==> config.mk <==
export PLATFORM = sky130hd
export DESIGN_NAME = pipe_wb_stage
export DESIGN_NICKNAME = d
export VERILOG_FILES = /design/src/rtl/pipe_wb_stage.sv
export SDC_FILE = /design/constraint.sdc
export NUM_CORES = 1
export LEC_CHECK = 0
export CORE_AREA = 2 2 119 121
export DETAILED_ROUTE_END_ITERATION = 10
export DIE_AREA = 0 0 121 123
export PLACE_DENSITY_LB_ADDON = 0.1
export REMOVE_ABC_BUFFERS = 1
export SETUP_SLACK_MARGIN = 0.15
export SLEW_MARGIN = 20
export SYNTH_ARGS = -nofsm -noshare
export SYNTH_HDL_FRONTEND = slang
export SYNTH_SLANG_ARGS = --single-unit
==> constraint.sdc <==
create_clock -name clk -period 2.6 [get_ports clk]
set_clock_uncertainty 0.2 [all_clocks]
set_input_delay 0.65 -clock clk [delete_from_list [all_inputs] [get_ports clk]]
set_output_delay 0.65 -clock clk [all_outputs]
set_load 0.05 [all_outputs]
==> src/rtl/pipe_wb_stage.sv <==
`default_nettype none
// ============================================================================
// Module      : pipe_wb_stage
// Description : MEM/WB pipeline latch generalised to a chain of NUM_STAGES
//               valid/ready handshaked registers. Each stage carries IR, PC+8,
//               ALU result, read data and a write-enable bit. Supports
//               synchronous flush, asynchronous active-low reset and forces
//               write-enable low for NOP instruction words.
//               Optional statistics counters are enabled by defining the
//               macro PIPE_WB_STATS_EN; when it is undefined both counter
//               ports are tied to zero.
// Revision    : 1.0 - initial release
// ============================================================================
module pipe_wb_stage #(
    parameter int                DATA_W     = 32,
    parameter int                NUM_STAGES = 1,
    parameter logic [DATA_W-1:0] NOP_WORD   = '0
) (
    input  logic              clk,
    input  logic              reset,      // asynchronous, active-low

    input  logic              in_valid,
    output logic              in_ready,
    input  logic [DATA_W-1:0] ir_in,
    input  logic [DATA_W-1:0] pc8_in,
    input  logic [DATA_W-1:0] ao_in,
    input  logic [DATA_W-1:0] dr_in,
    input  logic              we_in,

    input  logic              flush,

    output logic              out_valid,
    input  logic              out_ready,
    output logic [DATA_W-1:0] ir_out,
    output logic [DATA_W-1:0] pc8_out,
    output logic [DATA_W-1:0] ao_out,
    output logic [DATA_W-1:0] dr_out,
    output logic              we_out,

    output logic [15:0]       stall_cnt,
    output logic [15:0]       nop_cnt
);

    // A beat is stored as one packed word: {we, ir, pc8, ao, dr}.
    localparam int BEAT_W = 4 * DATA_W + 1;
    localparam int LAST   = NUM_STAGES - 1;
    localparam int DR_LSB  = 0;
    localparam int AO_LSB  = DATA_W;
    localparam int PC8_LSB = 2 * DATA_W;
    localparam int IR_LSB  = 3 * DATA_W;
    localparam int WE_BIT  = 4 * DATA_W;

    logic [NUM_STAGES-1:0] valid_q;
    logic [BEAT_W-1:0]     beat_q    [NUM_STAGES];
    logic [NUM_STAGES-1:0] adv;
    logic [NUM_STAGES-1:0] src_valid;
    logic [BEAT_W-1:0]     src_beat  [NUM_STAGES];
    logic                  accept;
    logic                  in_is_nop;
    logic [BEAT_W-1:0]     in_beat;

    // A stage may advance when it or any stage downstream of it is empty, or
    // when the writeback side consumes. Written as a reduction over the
    // downstream valid bits so no signal depends on itself.
    for (genvar k = 0; k < NUM_STAGES; k++) begin : g_adv
        assign adv[k] = out_ready | ~(&valid_q[LAST:k]);
    end

    assign in_ready  = adv[0] & ~flush;
    assign accept    = in_valid & in_ready;
    assign in_is_nop = (ir_in == NOP_WORD);

    // NOP bubbles still occupy a slot but never write the register file.
    assign in_beat = {we_in & ~in_is_nop, ir_in, pc8_in, ao_in, dr_in};

    // Source selection for each stage: inputs for stage 0, previous stage
    // otherwise. An invalid source always presents a zero payload.
    always_comb begin
        src_valid    = '0;
        src_beat     = '{default: '0};
        src_valid[0] = accept;
        src_beat[0]  = accept ? in_beat : '0;
        for (int k = 1; k < NUM_STAGES; k++) begin
            src_valid[k] = valid_q[k-1];
            src_beat[k]  = valid_q[k-1] ? beat_q[k-1] : '0;
        end
    end

    // Stage registers: clear on reset or flush, load on advance, else hold.
    always_ff @(posedge clk or negedge reset) begin
        if (!reset) begin
            valid_q <= '0;
            for (int k = 0; k < NUM_STAGES; k++) begin
                beat_q[k] <= '0;
            end
        end else if (flush) begin
            valid_q <= '0;
            for (int k = 0; k < NUM_STAGES; k++) begin
                beat_q[k] <= '0;
            end
        end else begin
            for (int k = 0; k < NUM_STAGES; k++) begin
                if (adv[k]) begin
                    valid_q[k] <= src_valid[k];
                    beat_q[k]  <= src_beat[k];
                end
            end
        end
    end

    assign out_valid = valid_q[LAST];
    assign ir_out    = beat_q[LAST][IR_LSB  +: DATA_W];
    assign pc8_out   = beat_q[LAST][PC8_LSB +: DATA_W];
    assign ao_out    = beat_q[LAST][AO_LSB  +: DATA_W];
    assign dr_out    = beat_q[LAST][DR_LSB  +: DATA_W];
    // Qualified so an empty output stage can never request a write.
    assign we_out    = beat_q[LAST][WE_BIT] & valid_q[LAST];

`ifdef PIPE_WB_STATS_EN
    logic        stall_evt;
    logic        nop_evt;
    logic [15:0] stall_q;
    logic [15:0] nop_q;

    assign stall_evt = out_valid & ~out_ready;
    assign nop_evt   = accept & in_is_nop;

    // Saturating event counters; flush deliberately leaves them untouched.
    always_ff @(posedge clk or negedge reset) begin
        if (!reset) begin
            stall_q <= '0;
            nop_q   <= '0;
        end else begin
            if (stall_evt && (stall_q != 16'hFFFF)) begin
                stall_q <= stall_q + 16'd1;
            end
            if (nop_evt && (nop_q != 16'hFFFF)) begin
                nop_q <= nop_q + 16'd1;
            end
        end
    end

    assign stall_cnt = stall_q;
    assign nop_cnt   = nop_q;
`else
    assign stall_cnt = 16'h0000;
    assign nop_cnt   = 16'h0000;
`endif

endmodule
`default_nettype wire
==> reports/results.ini, run 1 <==
[yosys]
synth.largest_area_cell = dfrtp_1
synthTopCellsByArea = dfrtp_1 55%, buf_4 20%, a22o_1 19%, buf_6 2.1%, buf_2 1.2%
yosys-top-cells-count = 161 x buf_4, 130 x dfrtp_1, 128 x a22o_1
yosys_warnings = 0
ys_ff_latch = 130
yosysMostFrequentCell = buf_4
synth_edf_count = 0
synth_cells = 466
yosysSeqAreaShare_pct = 55.0
avgSynthCellArea_um2 = 12.7
synth_top_area_share_pct = 55.0
ys_async_sr_fraction_pct = 100
synth.distinct_cells = 16
ys.flop_type = dfrtp_1
syn-cell-area_um2 = 5910

[timing]
worst_pin_slew_ns = 0.540
hold_violations = 0
min_period_over_period_pct = 93.2
final_max_slew_viol_count = 0
setup_viol = 0
setup_slack_ns = 0.176
rsz0062_at_grt = false
slew_headroom_pct = 64.1
fmax_mhz = 413
min_period_ns = 2.42

[cts]
cts_buffers = 17
post_cts_buffers = 0
cts_buffer_depth = 2
clock_insertion_delay_worst_skew_ns = 0.41
path_clk_slew_ns = 0.06
cts_tree = yes
htreeDepth = 4
cts-root-buf = clkbuf_16
cts_sinks = 130

[setup_path]
worst_path_max_delay_cell = clkdlybuf4s50_1
slowest_delay_ns = 0.81
end_kind = output pin
path_delay_family = buffers and inverters
critPathMaxFanout = 2
cp_cell_sequence = clkdlybuf4s50_1
cp_data_arrival_time_ns = 1.57
worstPathRequired_ns = 1.75
crit_buf_inv = 1
start_kind = flip-flop
critical_path_class = flip-flop to output pin

[power]
switching_power_mw = 1.54
p_int_mw = 4.15
power.share.clock_pct = 43.7
combPwrFrac_pct = 18.2
vdd_drop_max_v = 0.000369
finalPower_mw = 5.69
switching_share_pct = 27.1
p_seq_share_pct = 38.1
power_leakage_nw = 5.01
power_density_nw_per_um2 = 678

[floorplan]
start_util_pct = 43.5
die_h_um = 123
row_count = 43
dieArea_um2 = 14900
dieWidth_um = 121
pin_count = 297
core-area_um2 = 13600

[drt]
drtIter0Drc = 202
vias_per_cell = 4.95
vias = 3944
wl_per_cell_um = 18.1
ant_nets = 0
drcViolationCount = 0
routed_wl_um = 14400
dr_wl_met2_um = 6980
wl_met1_um = 5580
met3_length_um = 1390
top_layer = met4
dr.pass1.iters = 4

[cells_and_area]
final_nets = 737
drive_gt1_share_pct = 7.63
fin_util_pct = 61.7
nFillCells = 1099
syn2layout_area_growth_pct = 42.0
diodes = 0
fin_area_um2 = 8400

[grt]
grt_max_degree = 64
antenna_found_initial = 0
grt_pass1_wl_um = 22100
grt_use_total_pct = 19.4
grt_pass1_vias = 4094
gr-total-overflow = 0

[worst_hold_path]
hold_path.class = flip-flop to flip-flop

[run_status]
status = complete, no violations

[place]
post-dp-hpwl_um = 10100
post-place-ws_ns = 0.114
portBuffers = 264
placed_cell_area_um2 = 7670
place.gp.congestion = 0.800

[job]
maxCapViolations = 0

cells by family after synthesis:
logic type      share of synthesized area (%)
other cells                            0.0634
compound gates                           19.3
simple gates                             1.69
buf+inv                                  24.0
flops                                    55.0
what timing repair did:
item	4_1_cts	5_1_grt
endpoints found under the hold margin	31	0
gates resized for setup	53	64
pin swaps	1	0
hold buffers	1	0
endpoints found under the setup margin	53	64
final timing paths:
kind	cells after the start	startpoint	to	slack [ns]
max	1	beat_q[30]	dr_out[30]	0.18
min	1	beat_q[111]	beat_q[111]	0.30
max reg2reg	4	out_valid	beat_q[104]	0.92
min reg2reg	1	beat_q[111]	beat_q[111]	0.30
max in group asynchronous	3	reset	beat_q[123]	1.02
min in group asynchronous	2	reset	beat_q[7]	0.53
metrics by stage:
stage	std cells	TNS, ns	hold slack, ns
after floorplan	308	-340.02	0.154
after global placement	763	0	0.267
after detailed placement	763	0	0.289
after CTS	796	0	0.301
after global routing	796	0	0.311
final	796	0	0.298
worst register-to-register path, stage by stage (launching register included):
cell	delay (ns)
dfrtp_1	0.44
nor3b_4	0.26
buf_12	0.23
buf_4	0.30
a22o_1	0.19
routing by layer:
| metal | global-route usage [%] | vias up |
|---|---|---|
| li1 | - | 1763 |
| met3 | 8.44 | 24 |
| met5 | 0 | - |
| met2 | 30.9 | 173 |
| met1 | 22.6 | 1984 |
| met4 | 9.52 | 0 |
power by group through the flow:
stage               clock network [mW]  logic [mW]  registers (mW)
floorplan                            0       0.236            2.53
global placement                     0        1.07            2.20
detailed placement                   0        1.08            2.20
CTS                               2.54        1.05            2.17
global route                      2.64        1.09            2.18
finish                            2.49        1.04            2.17
layout by cell type, fill, tap and decap left out, types with 2 or more instances in the layout:
| master | Yosys | layout |
|---|---|---|
| dfrtp_1 | 130 | 130 |
| dlymetal6s2s_1 | 0 | 64 |
| clkinv_2 | 0 | 6 |
| clkdlybuf4s50_1 | 0 | 145 |
| buf_4 | 161 | 6 |
| clkbuf_1 | 3 | 2 |
| nand4_1 | 2 | 2 |
| clkbuf_8 | 0 | 2 |
| clkbuf_16 | 0 | 17 |
| conb_1 | 1 | 32 |
| buf_12 | 0 | 8 |
| bufinv_16 | 0 | 4 |
| nor4_1 | 8 | 8 |
| a22o_1 | 128 | 128 |
| dlygate4sd2_1 | 0 | 52 |
sequential cells by signal (all words and copies together) (netlist names):
signal and cells:
beat_q 129, out_valid 1
layout make-up:
cell class                 count  area (um^2)  area share [%]
sequential                   130         3250            38.7
clock buffer                  21          460            5.48
inverter                       1         3.75          0.0447
timing repair buffer         276         2920            34.8
multi-input combinational    177         1380            16.4
tap                          180          225            2.68
clock inverter                11          159            1.89
Power figures use the tool's default switching activity.
==> run 2, diff against run 1 <==
- PLACE_DENSITY: unset -> 0.86
- PLACE_DENSITY_LB_ADDON: 0.1 -> unset
==> reports/results.ini, run 2 (synthesis results as in run 1) <==
[cts]
cts_buffers = 17
cts_tree = yes
cts-root-buf = clkbuf_16
htreeDepth = 4
clock_insertion_delay_worst_skew_ns = 0.40
cts_buffer_depth = 2
post_cts_buffers = 0
cts_hold_buf = 0
path_clk_slew_ns = 0.05
cts_sinks = 130

[timing]
min_period_over_period_pct = 92.8
fin_tns_setup_ns = 0
min_period_ns = 2.41
fmax_mhz = 414
hold_violations = 0
rsz0062_at_grt = false
final_max_slew_viol_count = 0
worst_pin_slew_ns = 0.679
slew_headroom_pct = 54.7
setup_viol = 0

[setup_path]
crit_buf_inv = 1
ff2ff_setup_slack_ns = 0.95
critPathMaxFanout = 2
start_kind = flip-flop
worst_path_max_delay_cell = clkdlybuf4s50_1
critical_path_class = flip-flop to output pin
slowest_delay_ns = 0.80
end_kind = output pin
worstPathRequired_ns = 1.75
path_delay_family = buffers and inverters
cp_data_arrival_time_ns = 1.56
cp_cell_sequence = clkdlybuf4s50_1

[drt]
routed_wl_um = 14200
drcViolationCount = 0
dr.pass1.iters = 4
vias = 3919
ant_nets = 0
wl_per_cell_um = 18.0
vias_per_cell = 4.96
drtIter0Drc = 200

[power]
p_seq_share_pct = 37.7
power_leakage_nw = 5.03
switching_power_mw = 1.54
power_density_nw_per_um2 = 690
switching_share_pct = 26.7
p_int_mw = 4.22
power.share.clock_pct = 44.4
vdd_drop_max_v = 0.000390
combPwrFrac_pct = 17.9

[place]
place_inst = 757
post-dp-hpwl_um = 9660
portBuffers = 264
place.gp.congestion = 0.777

[grt]
grt_pass1_vias = 3996
grt_pass1_wl_um = 21000
gr-total-overflow = 0
antenna_found_initial = 1
grt_max_degree = 131
grt_use_total_pct = 18.4

[floorplan]
start_util_pct = 43.5
pin_count = 297
dieArea_um2 = 14900
row_count = 43
die_h_um = 123
core-area_um2 = 13600
dieWidth_um = 121

[cells_and_area]
syn2layout_area_growth_pct = 41.1
fin_util_pct = 61.3
finalNonFillerCells = 790
nFillCells = 1053
top_register = beat_q
final_common_cell = clkdlybuf4s50_1
largest_reg_flops = 129
drive_gt1_share_pct = 6.24
final_nets = 730
final_cell_mix = 143 x clkdlybuf4s50_1, 130 x dfrtp_1, 128 x a22o_1

[run_status]
status = complete, no violations

[job]
maxCapViolations = 0

[worst_hold_path]
hold_path.class = input pin to async pin

==> run 2: final cells by class <==
class	instances	area (um^2)	area share [%]
well taps	180	225	2.70
multi-input cells	177	1370	16.4
diodes	1	2.50	0.0300
repair buffers	269	2860	34.2
flip-flops and latches	130	3250	39.0
clock buffers	22	454	5.44
clock inverters	10	181	2.17
inverters	1	3.75	0.0450
==> run 2: worst paths after layout <==
| path | endpoint | cells past startpoint | start |
|---|---|---|---|
| max | ao_out[15] | 1 | beat_q[47] |
| max reg2reg | beat_q[0] | 4 | out_valid |
| min in group clk | beat_q[81] | 1 | beat_q[81] |
| min reg2reg | beat_q[81] | 1 | beat_q[81] |
| min | beat_q[32] | 2 | reset |
| max in group asynchronous | beat_q[122] | 2 | reset |
==> run 2: what timing repair did <==
action	4_1_cts	5_1_grt
gates cloned	0	0
resized for setup	51	68
endpoints found under the setup margin	51	68
pin swaps	1	0
==> run 2: metrics by stage <==
step | area (um^2) | power, mW | hold slack [ns] | worst slack [ns]
2_1_floorplan | 4620 | 2.76 | 0.154 | -2.62
3_3_place_gp | 7600 | 3.25 | 0.287 | 0.0827
3_5_place_dp | 7600 | 3.27 | 0.291 | 0.0590
4_1_cts | 8170 | 5.82 | 0.180 | 0.150
5_1_grt | 8340 | 5.97 | 0.176 | 0.150
6_report | 8350 | 5.76 | 0.155 | 0.187
==> run 2: power groups by stage <==
stage	combinational, mW	sequential (mW)	clock, mW
after floorplan	0.236	2.53	0
after global placement	1.05	2.20	0
after detailed placement	1.06	2.21	0
after CTS	1.04	2.17	2.61
after global routing	1.07	2.18	2.71
final	1.03	2.17	2.56
==> run 2: layer usage <==
metal / up-vias / track usage, % / part of all wire [%]
li1: 1744 / - / -
met3: 28 / 6.23 / 7.3
met1: 1955 / 21.2 / 38
met2: 192 / 31.6 / 53
met5: - / 0 / 0
met4: 0 / 7.63 / 2.0
